==> src/rtl/clock_switch_sequencer.sv <==
// Clock switch sequencer.
// Runs on the slow clock. It moves the producer clock select (0 = 150 MHz, 1 = 200 MHz)
// through a safe order: pause the producer, drain the FIFO, gate the clock, flip the
// select, let it settle, then ungate and resume.
module clock_switch_sequencer #(
  parameter int unsigned PAUSE_CYCLES   = 4,
  parameter int unsigned DRAIN_STABLE   = 8,
  parameter int unsigned GATE_CYCLES    = 2,
  parameter int unsigned SETTLE_CYCLES  = 16,
  parameter int unsigned TIMEOUT_CYCLES = 1024,
  parameter bit          RESET_SELECT   = 1'b0
) (
  input  logic clk,
  input  logic reset,
  input  logic i_Switch_Request,
  input  logic i_Target_Select,
  input  logic i_Fifo_Empty,
  output logic o_Selected_Clock,
  output logic o_Clock_Enable,
  output logic o_Producer_Enable,
  output logic o_Busy,
  output logic o_Done,
  output logic o_Abort,
  output logic o_Reject
);

  // Each counter is wide enough to hold its parameter value.
  localparam int unsigned PauseW   = $clog2(PAUSE_CYCLES + 1);
  localparam int unsigned StableW  = $clog2(DRAIN_STABLE + 1);
  localparam int unsigned GateW    = $clog2(GATE_CYCLES + 1);
  localparam int unsigned SettleW  = $clog2(SETTLE_CYCLES + 1);
  localparam int unsigned TimeoutW = $clog2(TIMEOUT_CYCLES + 1);

  localparam logic [PauseW-1:0]   PauseLast   = PauseW'(PAUSE_CYCLES - 1);
  localparam logic [StableW-1:0]  StableMax   = StableW'(DRAIN_STABLE);
  localparam logic [GateW-1:0]    GateLast    = GateW'(GATE_CYCLES - 1);
  localparam logic [SettleW-1:0]  SettleLast  = SettleW'(SETTLE_CYCLES - 1);
  localparam logic [TimeoutW-1:0] TimeoutMax  = TimeoutW'(TIMEOUT_CYCLES);

  typedef enum logic [2:0] {
    StIdle,
    StPause,
    StDrain,
    StGate,
    StSwitch,
    StSettle
  } state_e;

  state_e              r_state;
  logic                r_target;
  logic [PauseW-1:0]   r_pause_cnt;
  logic [StableW-1:0]  r_stable_cnt;
  logic [GateW-1:0]    r_gate_cnt;
  logic [SettleW-1:0]  r_settle_cnt;
  logic [TimeoutW-1:0] r_timeout_cnt;

  logic [StableW-1:0]  w_stable_next;
  logic [TimeoutW-1:0] w_timeout_next;

  // Drain counter next values: stable run restarts on any non-empty cycle.
  always_comb begin
    w_stable_next  = i_Fifo_Empty ? (r_stable_cnt + StableW'(1)) : '0;
    w_timeout_next = r_timeout_cnt + TimeoutW'(1);
  end

  // Sequencer FSM with registered outputs.
  always_ff @(posedge clk) begin
    if (reset) begin
      r_state           <= StIdle;
      r_target          <= RESET_SELECT;
      r_pause_cnt       <= '0;
      r_stable_cnt      <= '0;
      r_gate_cnt        <= '0;
      r_settle_cnt      <= '0;
      r_timeout_cnt     <= '0;
      o_Selected_Clock  <= RESET_SELECT;
      o_Clock_Enable    <= 1'b1;
      o_Producer_Enable <= 1'b1;
      o_Busy            <= 1'b0;
      o_Done            <= 1'b0;
      o_Abort           <= 1'b0;
      o_Reject          <= 1'b0;
    end else begin
      o_Done   <= 1'b0;
      o_Abort  <= 1'b0;
      // Requests are only accepted in IDLE; this includes the exit cycle of a sequence.
      o_Reject <= i_Switch_Request && (r_state != StIdle);

      unique case (r_state)
        StIdle: begin
          if (i_Switch_Request) begin
            if (i_Target_Select == o_Selected_Clock) begin
              o_Done <= 1'b1;
            end else begin
              r_target          <= i_Target_Select;
              r_pause_cnt       <= '0;
              r_state           <= StPause;
              o_Busy            <= 1'b1;
              o_Producer_Enable <= 1'b0;
            end
          end
        end

        StPause: begin
          if (r_pause_cnt == PauseLast) begin
            r_stable_cnt  <= '0;
            r_timeout_cnt <= '0;
            r_state       <= StDrain;
          end else begin
            r_pause_cnt <= r_pause_cnt + PauseW'(1);
          end
        end

        StDrain: begin
          r_stable_cnt  <= w_stable_next;
          r_timeout_cnt <= w_timeout_next;
          // Stable check first so it wins a tie with the timeout.
          if (w_stable_next == StableMax) begin
            r_gate_cnt     <= '0;
            r_state        <= StGate;
            o_Clock_Enable <= 1'b0;
          end else if (w_timeout_next == TimeoutMax) begin
            r_state           <= StIdle;
            o_Abort           <= 1'b1;
            o_Producer_Enable <= 1'b1;
            o_Busy            <= 1'b0;
          end
        end

        StGate: begin
          if (r_gate_cnt == GateLast) begin
            r_state <= StSwitch;
          end else begin
            r_gate_cnt <= r_gate_cnt + GateW'(1);
          end
        end

        StSwitch: begin
          // Clock is gated here, so the mux can change without glitching the producer.
          o_Selected_Clock <= r_target;
          r_settle_cnt     <= '0;
          r_state          <= StSettle;
        end

        StSettle: begin
          if (r_settle_cnt == SettleLast) begin
            r_state           <= StIdle;
            o_Clock_Enable    <= 1'b1;
            o_Producer_Enable <= 1'b1;
            o_Busy            <= 1'b0;
            o_Done            <= 1'b1;
          end else begin
            r_settle_cnt <= r_settle_cnt + SettleW'(1);
          end
        end

        default: begin
          r_state <= StIdle;
        end
      endcase
    end
  end

endmodule

==> config.mk <==
export PLATFORM = sky130hd
export DESIGN_NAME = clock_switch_sequencer
export DESIGN_NICKNAME = d
export VERILOG_FILES = /design/src/rtl/clock_switch_sequencer.sv
export SDC_FILE = /design/constraint.sdc
export NUM_CORES = 1
export LEC_CHECK = 0
export BUFFER_PORTS_ARGS = -buffer_cell sky130_fd_sc_hd__buf_2
export CAP_MARGIN = 20
export CORE_ASPECT_RATIO = 0.8
export CORE_MARGIN = 2
export CORE_UTILIZATION = 55
export DETAILED_ROUTE_END_ITERATION = 16
export PLACE_DENSITY_LB_ADDON = 0.2
export SYNTH_ARGS = -nofsm -noshare
export SYNTH_HDL_FRONTEND = slang
export SYNTH_SLANG_ARGS = --single-unit
export TNS_END_PERCENT = 5
==> constraint.sdc <==
create_clock -name clk -period 2.1 [get_ports clk]
set_input_delay 0.105 -clock clk [delete_from_list [all_inputs] [get_ports clk]]
set_output_delay 0.105 -clock clk [all_outputs]
set_load 0.02 [all_outputs]
==> run_results.csv, run 1 <==
group,metric,value,unit
status,status,"complete, no violations",
drt,wl_per_cell,14.98,um
timing,maxSlewViolCount,0,
finish,layout_commonest_cell,"dfxtp_1",
power,vdd_drop_max,0.0004268,V
clock_tree,post_cts_buffers,0,
timing,rsz0062_at_grt,"no",
clock_tree,cts_tree,"yes",
finish,n_antenna_cell,0,
floorplan,start_util,56.34,%
finish,area_growth,8.948,%
floorplan,die_h,56.60,um
global_routing,gr-usage-all-layers,21.38,%
synth,syn-num-nets,232,
drt,detail-route-antenna-nets,0,
finish,postLayoutCoreUtil,61.38,%
floorplan,core,3376,sq um
global_routing,grt_remaining_overflow,0,
synth,yosysSeqAreaShare,37.89,%
clock_tree,numCtsBuffers,5,
global_routing,grt_pass1_vias,1459,
power,p_leak,0.0007202,uW
synth,synth_area_leaders,"dfxtp_1 (38%), a21oi_1 (5.8%), ha_1 (4.6%)",
drt,wl_met3,216,um
global_routing,grt_pass1_wl,6796,um
synth,synth_area,1902,sq um
finish,nets,240,
power,power_density,626.0,nW/um^2
setup_path,end_kind,"flip-flop",
drt,viasPerCell,6.148,
global_routing,grt_antenna_before_repair,0,
synth,synth_flop_cell,"dfxtp_1",
synth,syn_inst,220,
drt,vias,1666,
clock_tree,cts.path.max_buffers,2,
power,clkPwrFrac,39.1,%
flow_run,cap_viol_max_count,0,
drt,highest_layer,"met4",
synth,yosysUniqueCellTypes,53,
synth,yosysTopAreaCell,"dfxtp_1",
setup_path,worstSetupPathType,"reg2reg",
synth,syn_avg_cell_area,8.645,sq um
clock_tree,htreeDepth,2,
drt,drc,0,
power,seq_power_share,54.6,%
power,power.internal,986.3,uW
timing,post-route-period-util,95.09,%
power,swShare,23.96,%
drt,drt_iter0_drc,118,
setup_path,critPathLaunchType,"flip-flop",
placement,gp_congestion,0.9083,
setup_path,critPathMaxFanout,5,
clock_tree,hold_buffers,0,
synth,synth_top_area_share,37.89,%
finish,mostFrequentLayoutCells,"dfxtp_1 (36), a21oi_1 (22), nor2_1 (17), o21ai_0 (13), buf_2 (11)",
finish,seq_area,720.7,sq um
finish,drive_gt1_share,14.85,%
timing,hold_viol,0,
synth,synth_edf_count,0,
power,switchingPower,310.7,uW
floorplan,die_w,69.75,um
drt,drt-met1-wl,2054,um
timing,slew_headroom,50.56,%
global_routing,grt_max_degree,39,
clock_tree,clk_latency,0.28,ns
clock_tree,ctsResizeCount,0,
timing,tns,0,ns
timing,tightest_slew,0.7360,ns
setup_path,required,2.24,ns
finish,fillers,290,
synth,async_flop_share,0,%
min_path,hold_class,"in2reg",
synth,synth-seq-cells,36,
drt,firstDrtPassIters,4,
drt,routed-wl-met2,1759,um
timing,finalCriticalPeriod,1.997,ns
floorplan,fp.dieArea,3947,sq um
clock_tree,path_clk_slew,0.08,ns
power,comb_power_share,6.3,%
floorplan,pin_count,12,
setup_path,arrival,2.13,ns
clock_tree,clkSinkCount,36,
placement,port_buffers,11,
timing,fin_worst_skew,0.008746,ns
timing,setup_viol,0,
drt,drt-total-wl,4060,um
synth,yosys_warnings,0,
timing,fmax,500.8,MHz
floorplan,row_count,19,
clock_tree,root_buffer,"clkbuf_8",
finish,multi_input_area,1076,sq um
placement,dp_hpwl,2820,um
-- state kept, by name (all words and copies together), names as in the netlist --
signal             count
r_gate_cnt             2
o_Abort                1
o_Selected_Clock       1
o_Producer_Enable      1
o_Reject               1
r_settle_cnt           5
r_pause_cnt            3
o_Clock_Enable         1
o_Done                 1
o_Busy                 1
r_stable_cnt           4
r_state                3
r_timeout_cnt         11
r_target               1
-- worst max-delay path, cell delays in order, from the launching register on --
cell and delay [ns]:
dfxtp_1 0.38, ha_1 0.21, and3_1 0.17, ha_1 0.21, and4bb_2 0.30, a31o_2 0.25
a311oi_2 0.26, nor3_1 0.08
-- cells by family (layout without fill, tap and decap cells) --
logic type	count (synthesis)	count (layout)	share of synthesized area (%)
AND/OR/NAND/NOR	81	81	26.05
adder cells (fa/ha/maj)	7	7	4.605
XOR/XNOR	4	4	1.842
flip-flops	36	36	37.89
multiplexers	3	3	1.579
buffers and inverters	25	34	5.855
AO/OA/AOI/OAI	64	64	22.17
-- routing by layer --
layer / global-route usage [%] / vias to the layer above
met2: 32.55 / 52
met4: 6.044 / 0
met1: 30.60 / 773
li1: - / 837
met5: 0 / -
met3: 4.847 / 4
-- synthesized netlist by cell type (2+ instances only) --
| cell | instances |
|---|---|
| xnor2_1 | 2 |
| clkbuf_1 | 6 |
| buf_4 | 3 |
| nand3_1 | 8 |
| nand4b_1 | 3 |
| nand2_1 | 4 |
| mux2i_1 | 3 |
| inv_1 | 10 |
| or4_1 | 3 |
| a311oi_1 | 5 |
| ha_1 | 7 |
| dfxtp_1 | 36 |
| nor3_1 | 9 |
| nand2b_1 | 4 |
| nor3b_1 | 2 |
| a32oi_1 | 2 |
| a31oi_1 | 5 |
| nor4_1 | 2 |
| nand4_1 | 4 |
| nor2b_1 | 3 |
| or3_1 | 2 |
| a21oi_1 | 22 |
| xor2_1 | 2 |
| o21ai_0 | 13 |
| nand3b_1 | 8 |
| a22oi_1 | 2 |
| a211oi_1 | 3 |
| nor4b_1 | 2 |
| buf_2 | 4 |
| a41oi_1 | 2 |
| nor2_1 | 17 |
-- cell type report --
| type | instances | area share, % |
|---|---|---|
| well taps | 42 | 2.536 |
| flip-flops and latches | 36 | 34.78 |
| multi-input cells | 159 | 51.93 |
| clock buffers | 6 | 3.986 |
| inverters | 10 | 1.812 |
| repair buffers | 16 | 4.469 |
| clock inverters | 2 | 0.4831 |
-- power groups by stage --
stage	Sequential, uW	Clock, uW	Combinational [uW]
2_1_floorplan	723	0	58.7
3_3_place_gp	722	0	76.8
3_5_place_dp	723	0	79.7
4_1_cts	708	518	80.1
5_1_grt	709	547	89.5
6_report	709	507	81.2
-- path summary, 6_finish.rpt --
kind                         from        endpoint  slack (ns)  cells after the start
setup / recovery  r_settle_cnt[0]      r_state[0]        0.10                      7
hold / removal    i_Target_Select        r_target        0.08                      3
setup reg to reg  r_settle_cnt[0]      r_state[0]        0.10                      7
hold reg to reg    o_Clock_Enable  o_Clock_Enable        0.46                      2
-- stage by stage --
stage               worst slack (ns)  total power (uW)  std cells  instance area [sq um]  hold slack (ns)
floorplan                     0.3358             781.5        220                   1902           0.2422
global placement              0.2541             799.2        263                   1973           0.3636
detailed placement            0.1537             803.1        263                   1973           0.3722
CTS                           0.1341              1306        271                   2066          0.07156
global route                0.008076              1346        271                   2072          0.09180
finish                        0.1032              1297        271                   2072          0.07651
No activity file was read; power rests on OpenSTA's default activity.
==> inputs of run 2 (changes only) <==
--- a/config.mk
+++ b/config.mk
@@ -5,7 +5,7 @@
 export SDC_FILE = /design/constraint.sdc
 export NUM_CORES = 1
 export LEC_CHECK = 0
-export BUFFER_PORTS_ARGS = -buffer_cell sky130_fd_sc_hd__buf_2
+export BUFFER_PORTS_ARGS = -buffer_cell sky130_fd_sc_hd__buf_4
 export CAP_MARGIN = 20
 export CORE_ASPECT_RATIO = 0.8
 export CORE_MARGIN = 2
==> run_results.csv, run 2 (synthesized netlist as in run 1, its figures left out) <==
group,metric,value,unit
power,vdd_drop_max,0.0004095,V
setup_path,critPathLaunchType,"flip-flop",
timing,fin_worst_skew,0.004425,ns
clock_tree,hold_buffers,0,
floorplan,die_w,69.75,um
global_routing,grt_max_degree,39,
drt,wl_per_cell,15.47,um
finish,largest_reg_flops,11,
global_routing,grt_remaining_overflow,0,
power,comb_power_share,6.5,%
finish,nets,241,
clock_tree,path_clk_slew,0.07,ns
power,clkPwrFrac,39.2,%
timing,maxSlewViolCount,0,
finish,mostFrequentLayoutCells,"dfxtp_1 (36), a21oi_1 (22), nor2_1 (17), buf_4 (17), o21ai_0 (13)",
clock_tree,root_buffer,"clkbuf_8",
power,switchingPower,314.7,uW
timing,fmax,510.3,MHz
clock_tree,clk_latency,0.29,ns
global_routing,grt_pass1_vias,1534,
clock_tree,numCtsBuffers,5,
clock_tree,cts.path.max_buffers,2,
timing,hold_viol,0,
setup_path,worstSetupPathType,"reg2reg",
timing,finalCriticalPeriod,1.960,ns
timing,tightest_slew,0.4772,ns
drt,firstDrtPassIters,4,
timing,post-route-worst-setup-slack,0.1403,ns
finish,design_area,2101,sq um
drt,drt_iter0_drc,125,
timing,tns,0,ns
setup_path,required,2.26,ns
clock_tree,clkSinkCount,36,
global_routing,grt_pass1_wl,7238,um
power,seq_power_share,54.2,%
placement,place_area,2008,sq um
drt,vias,1718,
drt,detail-route-antenna-nets,0,
power,power_density,621.5,nW/um^2
timing,slew_headroom,67.85,%
status,status,"complete, no violations",
placement,dp_hpwl,2975,um
floorplan,row_count,19,
flow_run,cap_viol_max_count,0,
floorplan,start_util,56.34,%
placement,gp_congestion,0.9127,
finish,fillers,295,
power,p_leak,0.0007316,uW
finish,n_antenna_cell,0,
power,power.internal,991.0,uW
clock_tree,cts_tree,"yes",
placement,port_buffers,11,
global_routing,gr-usage-all-layers,23.58,%
timing,post-route-period-util,93.32,%
floorplan,core,3376,sq um
floorplan,pin_count,12,
finish,largestRegisters,"r_timeout_cnt x11, r_settle_cnt x5, r_stable_cnt x4",
finish,layout_commonest_cell,"dfxtp_1",
drt,viasPerCell,6.316,
power,swShare,24.10,%
timing,rsz0062_at_grt,"no",
setup_path,end_kind,"flip-flop",
finish,area_growth,10.46,%
min_path,hold_class,"in2reg",
global_routing,grt_antenna_before_repair,0,
timing,setup_viol,0,
floorplan,die_h,56.60,um
drt,drc,0,
clock_tree,htreeDepth,2,
floorplan,fp.dieArea,3947,sq um
drt,drt-total-wl,4207,um
finish,drive_gt1_share,14.78,%
placement,dpl_worst_slack,0.1587,ns
clock_tree,ctsResizeCount,0,
setup_path,critPathMaxFanout,5,
setup_path,arrival,2.12,ns
clock_tree,post_cts_buffers,0,
finish,largest_register,"r_timeout_cnt",
run 2: path summary, 6_finish.rpt:
kind | from | endpoint | cells after the start | slack, ns
max reg2reg | r_settle_cnt[0] | r_state[0] | 7 | 0.14
max | r_settle_cnt[0] | r_state[0] | 7 | 0.14
min | i_Target_Select | r_target | 3 | 0.06
min reg2reg | r_target | o_Selected_Clock | 2 | 0.48
run 2: layout make-up:
class | count | area (sq um) | area share, %
multi-input cells | 159 | 1070 | 50.92
flip-flops and latches | 36 | 720.7 | 34.31
repair buffers | 17 | 127.6 | 6.075
clock buffers | 6 | 82.58 | 3.931
well taps | 42 | 52.55 | 2.501
inverters | 10 | 37.54 | 1.787
clock inverters | 2 | 10.01 | 0.4765
run 2: critical path, stage by stage, from the launching register on:
cell and delay [ns]:
dfxtp_1 0.39, ha_1 0.21, and3_1 0.17, ha_1 0.20
and4bb_2 0.30, a31o_2 0.24, a311oi_1 0.24, nor3_1 0.09
run 2: through the flow:
step / std cells / power [uW] / hold slack [ns] / utilization (%)
CTS: 272 / 1314 / 0.05923 / 62.23
detailed placement: 264 / 808.2 / 0.3627 / 59.49
floorplan: 220 / 781.5 / 0.2422 / -
global route: 272 / 1361 / 0.09212 / 62.23
finish: 272 / 1306 / 0.06088 / 62.23
global placement: 264 / 803.8 / 0.3561 / 59.49
run 2: layer usage:
| metal | routed length [um] | track usage [%] |
|---|---|---|
| met2 | 1939 | 36.13 |
| met3 | 199 | 7.361 |
| met4 | 68 | 6.868 |
| met1 | 1999 | 32.24 |
| met5 | 0 | 0 |
run 2: power groups by stage:
stage / Sequential [uW] / Combinational [uW] / Clock [uW]
detailed placement: 724 / 84.4 / 0
global placement: 723 / 80.7 / 0
floorplan: 723 / 58.7 / 0
finish: 708 / 85.3 / 512
global route: 710 / 93.6 / 558
CTS: 708 / 84.4 / 521
